`src/rtl/lut_cfg_loader.sv`:
```
// lut_cfg_loader: assembles WORD_W-wide words into a fracturable-LUT config and
// commits it with a one-cycle cen pulse followed by a one-cycle done pulse.
module lut_cfg_loader #(
   parameter int INPUTS   = 4,
   parameter int MEM_SIZE = 2**INPUTS,
   parameter int WORD_W   = 8
) (
   input  logic                  cclk,
   input  logic                  rst_n,
   input  logic [WORD_W-1:0]     in_data,
   input  logic                  in_valid,
   output logic                  in_ready,
   input  logic                  clear,
   output logic                  cen,
   output logic [2*MEM_SIZE:0]   config_in,
   output logic                  busy,
   output logic                  done
);
   localparam int CFG_W  = 2*MEM_SIZE+1;
   localparam int NWORDS = (CFG_W+WORD_W-1)/WORD_W;
   localparam int SW     = NWORDS*WORD_W;
   localparam int CW     = $clog2(NWORDS);

   typedef enum logic [1:0] {IDLE, LOAD, COMMIT, DONE} state_t;

   state_t            state, state_nxt;
   logic [CW-1:0]     count, count_nxt;
   logic [CFG_W-1:0]  shadow, shadow_nxt;
   logic [SW-1:0]     wide;
   logic              last;

   assign in_ready  = (state == IDLE) || (state == LOAD);
   assign busy      = (state != IDLE) || (count != '0);
   assign config_in = shadow;
   assign last      = count == CW'(NWORDS-1);

   always_ff @(posedge cclk or negedge rst_n)
      if (!rst_n) begin
         state  <= IDLE;
         count  <= '0;
         shadow <= '0;
         cen    <= 1'b0;
         done   <= 1'b0;
      end else begin
         state  <= state_nxt;
         count  <= count_nxt;
         shadow <= shadow_nxt;
         cen    <= state_nxt == COMMIT;
         done   <= state_nxt == DONE;
      end

   // Words land in a padded image so the top word's excess bits fall off cleanly.
   always_comb begin
      wide      = SW'(shadow);
      state_nxt = state;
      count_nxt = count;
      if (in_ready) begin
         if (clear) begin
            state_nxt = IDLE;
            count_nxt = '0;
         end else if (in_valid) begin
            wide[int'(count)*WORD_W +: WORD_W] = in_data;
            state_nxt = last ? COMMIT : LOAD;
            count_nxt = last ? '0 : count + 1'b1;
         end
      end else begin
         state_nxt = (state == COMMIT) ? DONE : IDLE;
         count_nxt = '0;
      end
      shadow_nxt = wide[CFG_W-1:0];
   end
endmodule
```
`config.mk`:
```
export PLATFORM = sky130hd
export DESIGN_NAME = lut_cfg_loader
export DESIGN_NICKNAME = d
export VERILOG_FILES = /design/src/rtl/lut_cfg_loader.sv
export SDC_FILE = /design/constraint.sdc
export NUM_CORES = 1
export LEC_CHECK = 0
export CORE_MARGIN = 2
export CORE_UTILIZATION = 35
export CTS_CLUSTER_SIZE = 10
export DETAILED_ROUTE_END_ITERATION = 6
export GPL_TIMING_DRIVEN = 0
export PLACE_DENSITY = 0.6
export SLEW_MARGIN = 0
export SYNTH_ARGS = -nofsm -noshare
export SYNTH_HDL_FRONTEND = slang
export SYNTH_SLANG_ARGS = --single-unit
```
`constraint.sdc`:
```
create_clock -name cclk -period 3.4 [get_ports cclk]
set_clock_uncertainty 0.2 [all_clocks]
set_input_delay 1.02 -clock cclk [delete_from_list [all_inputs] [get_ports cclk]]
set_output_delay 1.02 -clock cclk [all_outputs]
set_load 0.005 [all_outputs]
```
; ---- After elaboration in Yosys (flattened, before gate mapping)
; Index checks and enable logic that the tools add are counted.
[totals]
regBits = 40
word_cells = 32
out_inout_bits = 37
[classes]
add_sub_neg = 2
muxes = 10
shift = 2
n_bitwise = 1
reduce_logical = 6
eq_ne = 6
[op_table]
columns = operator, count
row1 = $bwmux 40, 1
row2 = $shift 8x33->40 const A, 1
row3 = $shiftx 8x33->40, 1
row4 = $neg 6->33, 1
row5 = $mux 3, 4
row6 = $mux 2, 5
row7 = $eq 2x2->1 const B, 3
row8 = $add 3x1->3 const B, 1
row9 = $eq 3x3->1 const B, 1
row10 = $ne 3x2->1 const B, 1
row11 = $reduce_and 3->1, 1
row12 = $reduce_bool 3->1, 1
row13 = $eq 2x1->1 const B, 1
row14 = $logic_not 2->1, 1
row15 = $logic_or 1x1->1, 2
row16 = $reduce_bool 2->1, 1
row17 = $not 1->1, 1

; ---- Longest topological paths before layout
[depth]
word_depth = 6
depth_mapped = 7

; ---- Worst setup path before layout
; Ideal clock, no wire load.
[synth_path]
path_kind = flip-flop to flip-flop
start = register count[0]
end = register shadow[24] (netlist: config_in[24])
t_required_ns = 3.075
stages_incl_launch_ff = 8
setup_ns = 0.125
path_buffers = 1
period_less_slack_ns = 2.321
arrival_ns = 1.996
slack_ns = 1.079
cell_sequence = dfrtp_1 buf_6 inv_1 ha_1 ha_1 and4bb_4 nand3_4 mux2_4
[synth_via]
elab_chain_cells = 3
[synth_lines]
columns = element, line
row1 = "start, declared", 27  ; logic [CW-1:0] count, count_nxt;
row2 = "start signal, assigned", 46  ; count <= count_nxt;
row3 = $neg 6->33 (*), 62  ; wide[int'(count)*WORD_W +: WORD_W] = in_data;
row4 = $shiftx 8x33->40 / $shift 8x33->40 (equally long branches), 62
row5 = $bwmux 40 (*), 62
row6 = "end signal, assigned", 47  ; shadow <= shadow_nxt;
row7 = "end, declared", 28  ; logic [CFG_W-1:0] shadow, shadow_nxt;
; Every way passes the cells marked *; elsewhere a longest branch is shown, timed or not.
; A chain may end at the register's enable or synchronous reset.

; ---- Worst setup path after layout
[layout_path]
start = register count[0]
end = output busy
[layout_via]
elab_chain_cells = 2
[layout_lines]
columns = element, line
row1 = $reduce_bool 3->1, 33  ; assign busy = (state != IDLE) || (count != '0);
row2 = $logic_or 1x1->1, 33
row3 = "end, declared", 16  ; output logic busy,
; Every way passes these cells.

==> summary by stage <==
Run status
The flow ran to the end, and the final reports show no timing, DRC or antenna violations.

Power
After layout, the design draws a total of 1.28 mW. Dividing total power by cell area gives a power density of 477 nW/µm². The maximum resistive drop on vdd is 0.175 mV.

Summed over all cells, the static leakage comes to 1.36 nW.

Clocking
The maximum level of the CTS H-tree is 2. Buffers inserted during clock tree synthesis total 5. The number of buffers inserted by post-CTS setup repair is 0. The number of sinks on the clock net is 40. TritonCTS built the clock tree.

The clock root buffer is sky130_fd_sc_hd__clkbuf_8. For the worst-skew pair, the clock arrives at the later sink with an insertion delay of 290 ps. Once the clock tree was built, the resizer swapped 0 gates to a different size. The number of buffers inserted by hold repair at cts is 0. Clock-pin slew was measured on the worst setup and hold paths at 80 ps.

The largest buffer count on any clock path is 2.

Worst setup path
The worst setup path is captured at an output port. The maximum fanout encountered on the critical timing path is 10. The critical path launch point type is a register. The critical path in this run is classified as reg2out. STA puts the critical path data arrival time at 2030 ps. The worst register-to-register path has a setup slack of 820 ps. Data on the critical path is required at its endpoint by 2180 ps.

STA
At the pin with the least slew margin, the transition time is 466 ps. The final critical path takes up 95.6% of the cycle. The total negative slack for setup checks is 0 ps. The tightest slew margin relative to the limit is 68.9%. The minimum clock period is 3250 ps. The final max-slew violation count is 0.

The setup slack of the critical path after layout is 149 ps. The number of endpoints failing setup at the final stage is 0. The number of failing hold endpoints at the final stage is 0. Setup repair after global routing left no endpoint under its margin. The final hold slack is 288 ps. For this run, the top clock speed supported by timing is 0.308 GHz.

Place
The setup slack after placement is 483 ps. The congestion estimate from routability-driven global placement came to 0.742. Once placement completed, the tool counted placed cells totaling 289. The total of buffers placed on input and output ports is 48. The cell area after placement is 2580 µm². The final HPWL from detailed placement is 3060 µm.

Routing
The count of nets left with antenna violations once routing finished came out at 0. The detailed router placed 1,320 vias in this run. The number of iterations in the first detailed-routing pass is 4. The total wirelength of the detailed-routed design is 4070 µm. For this block, the initial DRC count from the detailed router was 33. Using the TritonRoute via totals, the vias-per-cell ratio works out to 4.44. The average wire length per cell after detail routing is 13.7 µm. The residual DRC count is 0.

Logic synthesis
The portion of synthesized area spent on multiplexers is 17.9%. The share of flip-flops with an asynchronous set or reset after synthesis is 100%. The share of the synthesized area in the top cell type is 50.3%. The biggest area contributor in the post-synthesis netlist is sky130_fd_sc_hd__dfrtp_1.

The number of nets handed over by synthesis was 188. Summing the areas of all and, or, nand and nor instances in the mapped netlist gives 19.1% of the synthesized area. The mean cell area of the mapped netlist is 11.8 µm². The synthesized netlist devotes 1.70% of its cell area to compound gates.

After synthesis, the largest family of logic cells by area is simple AND/OR/NAND/NOR gates. The unique cell type count in the Yosys netlist is 33. Of the synthesized area, sequential elements account for 50.3%. The cell with the most instances after synthesis is sky130_fd_sc_hd__dfrtp_1. The number of warnings printed during yosys synthesis is 0. The adder-cell area share of the yosys netlist is 5.03%.

The post-synthesis instance area is 1990 µm². Counting flops and latches in the post-synthesis netlist gives 40. The synthesized design contains 0 enable-type register cells. The synthesized instance count is 168. After Yosys synthesis, XOR and XNOR cells account for 0% of the synthesized area. The dominant register cell in the synthesized netlist is sky130_fd_sc_hd__dfrtp_1. By area the synthesized netlist is led by sky130_fd_sc_hd__dfrtp_1 (50%), sky130_fd_sc_hd__mux2i_1 (9.6%), sky130_fd_sc_hd__mux2_2 (6.8%). Sorting the synthesized cells by how often they occur yields sky130_fd_sc_hd__dfrtp_1 (40), sky130_fd_sc_hd__inv_1 (24), sky130_fd_sc_hd__nand2_1 (21).

Floorplan
The standard cell core area is 5510 µm². For this configuration, the core starts out at a cell density of 36.2%. The area enclosed by the die boundary is 6310 µm². After floorplanning, the core was divided into 27 placement rows. 49 I/O pins were placed. From left edge to right edge, the die measures 79.4 µm. The floorplan die height is 79.4 µm.

Final layout
The share of the core filled with cells is 48.7%. The final net count is 244. The area growth from synthesis to layout is 34.7%. Summing all flip-flop and latch instances after layout gives 1000 µm². The total inserted antenna cells is 0. The fraction of layout instances using a drive strength above 1 is 17.3%. The layout filler cell count is 521. The multi-input gate area in the final layout is 870 µm². With fillers left out, the area of the finished cells amounts to 2680 µm². The final standard cell count with taps included and fillers excluded is 297.

GRT
The pin count of the biggest net entering global routing is 24. The wire length of the first global-routing pass is 6790 µm. For this run the aggregate overflow at the end of global routing stands at 0. The number of antenna violations at the first check in global routing is 0. The number of global-route vias before repair is 1,358.

Global routing used 14.2% of the available tracks.

Min path
The path category of the worst min-delay check is reg2reg.

Flow run
Across the run, the number of max-cap violations was 0.
## worst max-delay path, cell delays in order, from the launching register on
cell and delay, ps:
sky130_fd_sc_hd__dfrtp_1 470, sky130_fd_sc_hd__buf_6 180, sky130_fd_sc_hd__inv_1 70, sky130_fd_sc_hd__ha_1 230, sky130_fd_sc_hd__ha_1 240, sky130_fd_sc_hd__nand2_1 70
sky130_fd_sc_hd__clkdlybuf4s50_1 490
## cells in the final DEF, fill, tap and decap left out, drive strengths merged, types with 2 or more instances in the layout
cell type,netlist,routed
clkinvlp,0,2
and3b,2,2
nor3b,2,2
a21oi,2,2
mux2i,19,19
clkdlybuf4s50,0,47
nand2,21,21
and3,5,5
buf,3,5
or2,2,2
nor2,4,4
dfrtp,40,40
o21ai,2,2
nand3,4,4
and4bb,3,3
ha,8,8
inv,24,24
clkbuf,0,6
nor3,3,3
mux2,14,14
## path summary, 6_finish.rpt
check,from,endpoint,cells after the start
max,count[0]$_DFFE_PN0P_,busy,6
min reg2reg,state[0]$_DFF_PN0_,done$_DFF_PN0_,1
max in group asynchronous,rst_n,config_in[21]$_DFFE_PN0P_,2
min,state[0]$_DFF_PN0_,done$_DFF_PN0_,1
min in group asynchronous,rst_n,count[2]$_DFFE_PN0P_,1
max reg2reg,count[0]$_DFFE_PN0P_,config_in[8]$_DFFE_PN0P_,7
## final cells by class
cell class | count | area share [%]
Sequential cell | 40 | 37.3
Multi-Input combinational cell | 101 | 32.4
Timing Repair Buffer | 49 | 18.8
Inverter | 24 | 3.36
Tap cell | 72 | 3.36
Clock buffer | 6 | 3.08
Buffer | 3 | 1.12
Clock inverter | 2 | 0.560
## logic make-up (layout without fill, tap and decap cells)
kind of cell    after synthesis  count (layout)
flops                        40              40
simple gates                 54              54
mux                          33              33
compound gates                6               6
fa+ha+maj                     8               8
buf+inv                      27              84
## sequential cells by signal, summed over array words and instances, names as in the netlist
name	flops
cen	1
count	3
config_in	33
state	2
done	1
## layer usage
layer,share of wire [%],track usage [%],vias to the layer above
met5,0,0,-
met4,1.8,5.69,0
met3,4.1,4.07,6
met2,43,20.3,28
met1,51,20.2,618
li1,-,-,668
## power by group
part           internal, mW  switching (mW)
Clock                 0.164           0.172
Combinational         0.223           0.120
Sequential            0.556          0.0429
Total                 0.943           0.335
No activity file was read; power rests on OpenSTA's default activity.
